File: config.mk
export PLATFORM = sky130hd
export DESIGN_NAME = program_loader
export DESIGN_NICKNAME = d
export VERILOG_FILES = /design/src/rtl/program_loader.sv
export SDC_FILE = /design/constraint.sdc
export NUM_CORES = 1
export LEC_CHECK = 0
export CORE_AREA = 8 8 89 170
export DETAILED_ROUTE_END_ITERATION = 16
export DIE_AREA = 0 0 97 178
export HOLD_SLACK_MARGIN = 0.03
export SLEW_MARGIN = 25
export SYNTH_ARGS = -nofsm -noshare
export SYNTH_HDL_FRONTEND = slang
export SYNTH_SLANG_ARGS = --single-unit
File: constraint.sdc
create_clock -name clk -period 2.92 [get_ports clk]
set_input_delay 0.584 -clock clk [delete_from_list [all_inputs] [get_ports clk]]
set_output_delay 0.584 -clock clk [all_outputs]
set_load 0.005 [all_outputs]
File: src/rtl/program_loader.sv
// Streams program words into instruction memory at consecutive addresses and holds the CPU
// in reset until the last word is written. Write latency 1 cycle; in_ready decoded from state.
module program_loader #(
  parameter int ADDR_WIDTH = 16,
  parameter int DATA_WIDTH = 16
) (
  input  logic                  clk,
  input  logic                  rst,
  input  logic                  start,
  input  logic [ADDR_WIDTH-1:0] base_addr,
  input  logic [ADDR_WIDTH-1:0] length,
  input  logic                  in_valid,
  input  logic [DATA_WIDTH-1:0] in_data,
  output logic                  in_ready,
  output logic                  mem_we,
  output logic [ADDR_WIDTH-1:0] mem_addr,
  output logic [DATA_WIDTH-1:0] mem_wdata,
  output logic                  cpu_hold,
  output logic                  busy,
  output logic                  done
);

  typedef enum logic [1:0] {
    S_IDLE = 2'd0,
    S_LOAD = 2'd1,
    S_DONE = 2'd2
  } state_t;

  localparam logic [ADDR_WIDTH-1:0] ADDR_ONE  = {{(ADDR_WIDTH-1){1'b0}}, 1'b1};
  localparam logic [ADDR_WIDTH-1:0] ADDR_ZERO = '0;

  state_t                  state_q;
  logic [ADDR_WIDTH-1:0]   base_q;
  logic [ADDR_WIDTH-1:0]   len_q;
  logic [ADDR_WIDTH-1:0]   count_q;
  logic                    mem_we_q;
  logic [ADDR_WIDTH-1:0]   mem_addr_q;
  logic [DATA_WIDTH-1:0]   mem_wdata_q;
  logic                    cpu_hold_q;

  logic                    accept;
  logic                    last_word;
  logic [ADDR_WIDTH-1:0]   wr_addr_d;

  assign accept    = in_valid && (state_q == S_LOAD);
  assign last_word = (count_q == (len_q - ADDR_ONE));
  assign wr_addr_d = base_q + count_q;

  always_ff @(posedge clk) begin
    if (rst) begin
      state_q     <= S_IDLE;
      base_q      <= '0;
      len_q       <= '0;
      count_q     <= '0;
      mem_we_q    <= 1'b0;
      mem_addr_q  <= '0;
      mem_wdata_q <= '0;
      cpu_hold_q  <= 1'b1;
    end else begin
      mem_we_q <= 1'b0;
      case (state_q)
        S_IDLE: begin
          if (start) begin
            cpu_hold_q <= 1'b1;
            count_q    <= '0;
            if (length == ADDR_ZERO) begin
              state_q <= S_DONE;
            end else begin
              base_q  <= base_addr;
              len_q   <= length;
              state_q <= S_LOAD;
            end
          end
        end
        S_LOAD: begin
          if (accept) begin
            mem_we_q    <= 1'b1;
            mem_addr_q  <= wr_addr_d;
            mem_wdata_q <= in_data;
            count_q     <= count_q + ADDR_ONE;
            if (last_word) begin
              state_q <= S_DONE;
            end
          end
        end
        S_DONE: begin
          // The final write is already on the memory port this cycle, so release is safe next.
          cpu_hold_q <= 1'b0;
          state_q    <= S_IDLE;
        end
        default: begin
          state_q <= S_IDLE;
        end
      endcase
    end
  end

  assign in_ready  = (state_q == S_LOAD);
  assign busy      = (state_q == S_LOAD) || (state_q == S_DONE);
  assign done      = (state_q == S_DONE);
  assign mem_we    = mem_we_q;
  assign mem_addr  = mem_addr_q;
  assign mem_wdata = mem_wdata_q;
  assign cpu_hold  = cpu_hold_q;

endmodule

* Word level (Yosys, flattened, before mapping)
Cells that the tools add are included.
** Word-level totals
- Flip-flop bits (word level) :: 84
- Bits of input ports :: 52
- Output and inout bits :: 37
- Word-level logic and storage cells :: 42
** Cells by class
- Add/subtract/negate cells :: 3
- Eq/ne operators :: 6
- Mux-type cells :: 11
- Bitwise logic cells :: 2
- Reductions and logical operators :: 12
** Operator list (count)
- $mux W16 :: 2
- $pmux W16 S2 :: 1
- $add A16 B1 Y16 const B :: 1
- $add A16 B16 Y16 :: 1
- $eq A16 B16 Y1 :: 1
- $logic_not A16 Y1 :: 1
- $sub A16 B1 Y16 const B :: 1
- $reduce_and A3 Y1 :: 3
- $mux W2 :: 4
- $ne A2 B1 Y1 const B :: 2
- $pmux W2 S2 :: 1
- $reduce_and A2 Y1 :: 2
- $reduce_bool A2 Y1 :: 2
- $eq A2 B1 Y1 const B :: 1
- $eq A2 B2 Y1 const B :: 1
- $logic_not A2 Y1 :: 1
- $mux W1 :: 2
- $ne A2 B2 Y1 const B :: 1
- $not A1 Y1 :: 2
- $pmux W1 S2 :: 1
- $reduce_or A2 Y1 :: 1
- $logic_and A1 B1 Y1 :: 1
- $logic_or A1 B1 Y1 :: 1

* Longest topological paths before layout
- Depth in word-level cells :: 5
- Mapped depth :: 11
- Depth with buffers taken out :: 11

* Least setup slack after synthesis
No wires, ideal clock.
- Kind :: register -> register
- Start point :: reg count_q[0]
- End point :: reg mem_addr_q[14], in the netlist mem_addr[14]
- Setup time :: 62 ps
- Data arrival time :: 2361 ps
- Required time :: 2858 ps
- Path slack :: 497 ps
- Stages on the path, launching flop included :: 12
- Path buffers :: 0
- Cells stage by stage :: dfxtp_1 ha_1 inv_1 fa_1 nor2b_1 o21ai_1 a21oi_1 o21ai_1 o31ai_1 o41ai_1 or4_1 nand3_1
** Between the ends
- Word-level cells in the longest chain between the ends :: 1
** RTL lines
- start, declared :: RTL line 35 : logic [ADDR_WIDTH-1:0] count_q;
- start signal, assigned :: RTL line 80 : count_q <= count_q + ADDR_ONE;
- $add A16 B16 Y16 :: RTL line 47 : assign wr_addr_d = base_q + count_q;
- end signal, assigned :: RTL line 78 : mem_addr_q <= wr_addr_d;
- end, declared :: RTL line 37 : logic [ADDR_WIDTH-1:0] mem_addr_q;
No other way between the ends.
A chain may end at the register's enable or synchronous reset.

* Worst setup path after layout
Ends and elaborated chain as after synthesis.

==> impl_metrics.toml <==
[status]
status = "finished clean"

[placed_design]
place_area_mm2 = 0.00547
dp.cells = 777
detailed_place_hpwl_mm = 9.01
port_buffers = 88
gp_congestion = 0.824

[cells_and_area]
final_cells = 793
regArea_mm2 = 0.00168
diodes = 0
mostFrequentLayoutCell = "nand2_1"
multi_input_area_mm2 = 0.00256
final_area_mm2 = 0.00575
drive_gt1_frac = 0.0671
nNetsFinal = 709
utilization = 0.445
final_cell_mix = "nand2_1, clkdlybuf4s50_1, dfxtp_1"
syn_to_final_growth_pct = 30.9
fillerInstances = 1302

[setup_path]
start_kind = "flop"
cp_max_fo = 3
end_kind = "flop"
rr_worst_depth = 11
critPathArrivalTime_ns = 2.94
crit_required_ns = 3.20
criticalPathCategory = "reg -> reg"

[global_route]
track_usage = 0.135
grt_pass1_wl_mm = 19.3
grt_pass1_vias = 4110
overflow = 0
grt_max_degree = 35
antenna_found_initial = 0

[synth]
syn_area_mm2 = 0.00439
syn_nets = 626
synth_ff_type = "dfxtp_1"
yosys.area.top_type = "dfxtp_1"
synth_edf_count = 0
synth-seq-cells = 84
ys_types = 55
synth-simple-area-share = 0.255
synth.top_cell.area_share = 0.383
yosys-mux-area-fraction = 0.00940
synth-compound-area-share = 0.167
synthCells = 553
synth-xor-area-share = 0.0897
yosysWarningCount = 0
async_flop_share = 0
synth_area_leaders = "dfxtp_1, nand2_1, a21oi_1"
synth_top_family_by_area = "simple AND/OR/NAND/NOR gates"
yosysSeqAreaShare = 0.383
postSynthAreaPerCell_um2 = 7.94
yosys.area_share.adder = 0.0615

[floorplanning]
die_x_um = 97
die-area_mm2 = 0.0173
die_y_um = 178
ios = 89
rows = 59
start_util = 0.340
core_area_mm2 = 0.0129

[route]
viasPerCell = 5.06
drtIter0Drc = 121
drtAntennaViolNets = 0
first_pass_iters = 4
dr_total_vias = 4012
wl_per_cell_um = 14.6
wl_mm = 11.5
drc = 0

[clocking]
htreeDepth = 3
clock_latency_ns = 0.34
cts_resized = 0
cts_setup_buffers = 0
clk_pin_slew_ns = 0.07
cts_buffers = 9
hold_buffers = 0
cts_tree = "yes"
cts_root_buffer = "clkbuf_16"
clockBufferDepth = 2
clkSinkCount = 84

[timing]
rsz0062_at_grt = "false"
setup_viol = 0
final.setup.tns_ns = 0
clock-skew-final_ns = 0.00799
period_share = 0.911
worst_pin_slew_ns = 0.513
slew_headroom = 0.655
fin_crit_ns = 2.66
drv_slew = 0
hold_violations = 0
fmax_mhz = 376

[pwr]
power.density_mw_per_mm2 = 518
ir_drop_v = 0.000415
p_leak_uw = 0.00218

[worst_hold_path]
hp-class = "reg -> reg"
min_delay_path_depth = 2

[run]
maxCapViolations = 0
==> stage by stage <==
stage          total power (µW)  setup slack (ns)  hold WS, ns
2_1_floorplan              1680             0.497        0.441
6_report                   2980             0.260        0.451
4_1_cts                    3030             0.254        0.455
3_3_place_gp               1920             0.326        0.441
5_1_grt                    3130            0.0563        0.468
3_5_place_dp               1940             0.279        0.446
==> registers in the layout, indices dropped and copies added (netlist names) <==
register,count
base_q,16
count_q,16
cpu_hold,1
len_q,16
mem_addr,16
mem_wdata,16
mem_we,1
state_q,2
==> critical path, stage by stage, from the launching register on <==
cell and delay, ns:
dfxtp_1 0.34, ha_1 0.17, inv_1 0.06, fa_1 0.37
nor2b_1 0.16, o21ai_1 0.09, a21oi_1 0.25, o21ai_1 0.14
o31ai_1 0.41, o41ai_1 0.13, or4_1 0.40, nand3_1 0.09
==> worst paths after layout <==
| path | slack, ns | startpoint | endpoint |
|---|---|---|---|
| hold reg to reg | 0.45 | mem_addr[3] | mem_addr[3] |
| hold / removal | 0.45 | mem_addr[3] | mem_addr[3] |
| setup reg to reg | 0.26 | count_q[0] | mem_addr[14] |
| setup / recovery | 0.26 | count_q[0] | mem_addr[14] |
==> cell usage after synthesis, types with 3 or more instances <==
| master | number |
|---|---|
| a211o_1 | 4 |
| a211oi_1 | 4 |
| a21o_1 | 4 |
| a21oi_1 | 76 |
| and3_1 | 4 |
| clkbuf_1 | 26 |
| dfxtp_1 | 84 |
| ha_1 | 20 |
| inv_1 | 12 |
| mux2i_1 | 3 |
| nand2_1 | 138 |
| nand3_1 | 13 |
| nand3b_1 | 3 |
| nand4_1 | 6 |
| nor2_1 | 35 |
| nor2b_1 | 4 |
| nor3_1 | 7 |
| nor4_1 | 5 |
| o21a_1 | 6 |
| o21ai_0 | 8 |
| o21bai_1 | 3 |
| or3_1 | 6 |
| xnor2_1 | 22 |
| xor2_1 | 23 |
==> layer usage <==
layer  share of wire  up-vias  wire length [µm]  global-route usage
met5               0        -                 0                   0
met4           0.024        0               278              0.0613
met3           0.034       17               398              0.0279
met2            0.56       79              6420               0.273
met1            0.39     1858              4450               0.124
li1                -     2058                 -                   -
==> power by group <==
group          switching, µW  total, µW  internal [µW]
clock network            485       1070            588
logic                    337        643            306
registers               56.2       1260           1210
total                    878       2980           2100
==> area by class of cell <==
class                           instances  area share
Clock buffer                            9      0.0392
Clock inverter                          7     0.00979
Inverter                               12     0.00783
Multi-Input combinational cell        429       0.445
Sequential cell                        84       0.292
Tap cell                              152      0.0331
Timing Repair Buffer                  100       0.172
==> logic make-up (layout without fill, tap and decap cells) <==
logic type / count (synthesis) / count (layout)
AND/OR/NAND/NOR: 238 / 238
buffers and inverters: 40 / 128
adder cells (fa/ha/maj): 21 / 21
AO/OA/AOI/OAI: 121 / 121
multiplexers: 4 / 4
XOR/XNOR: 45 / 45
flip-flops: 84 / 84
No activity file was read; power rests on OpenSTA's default activity.
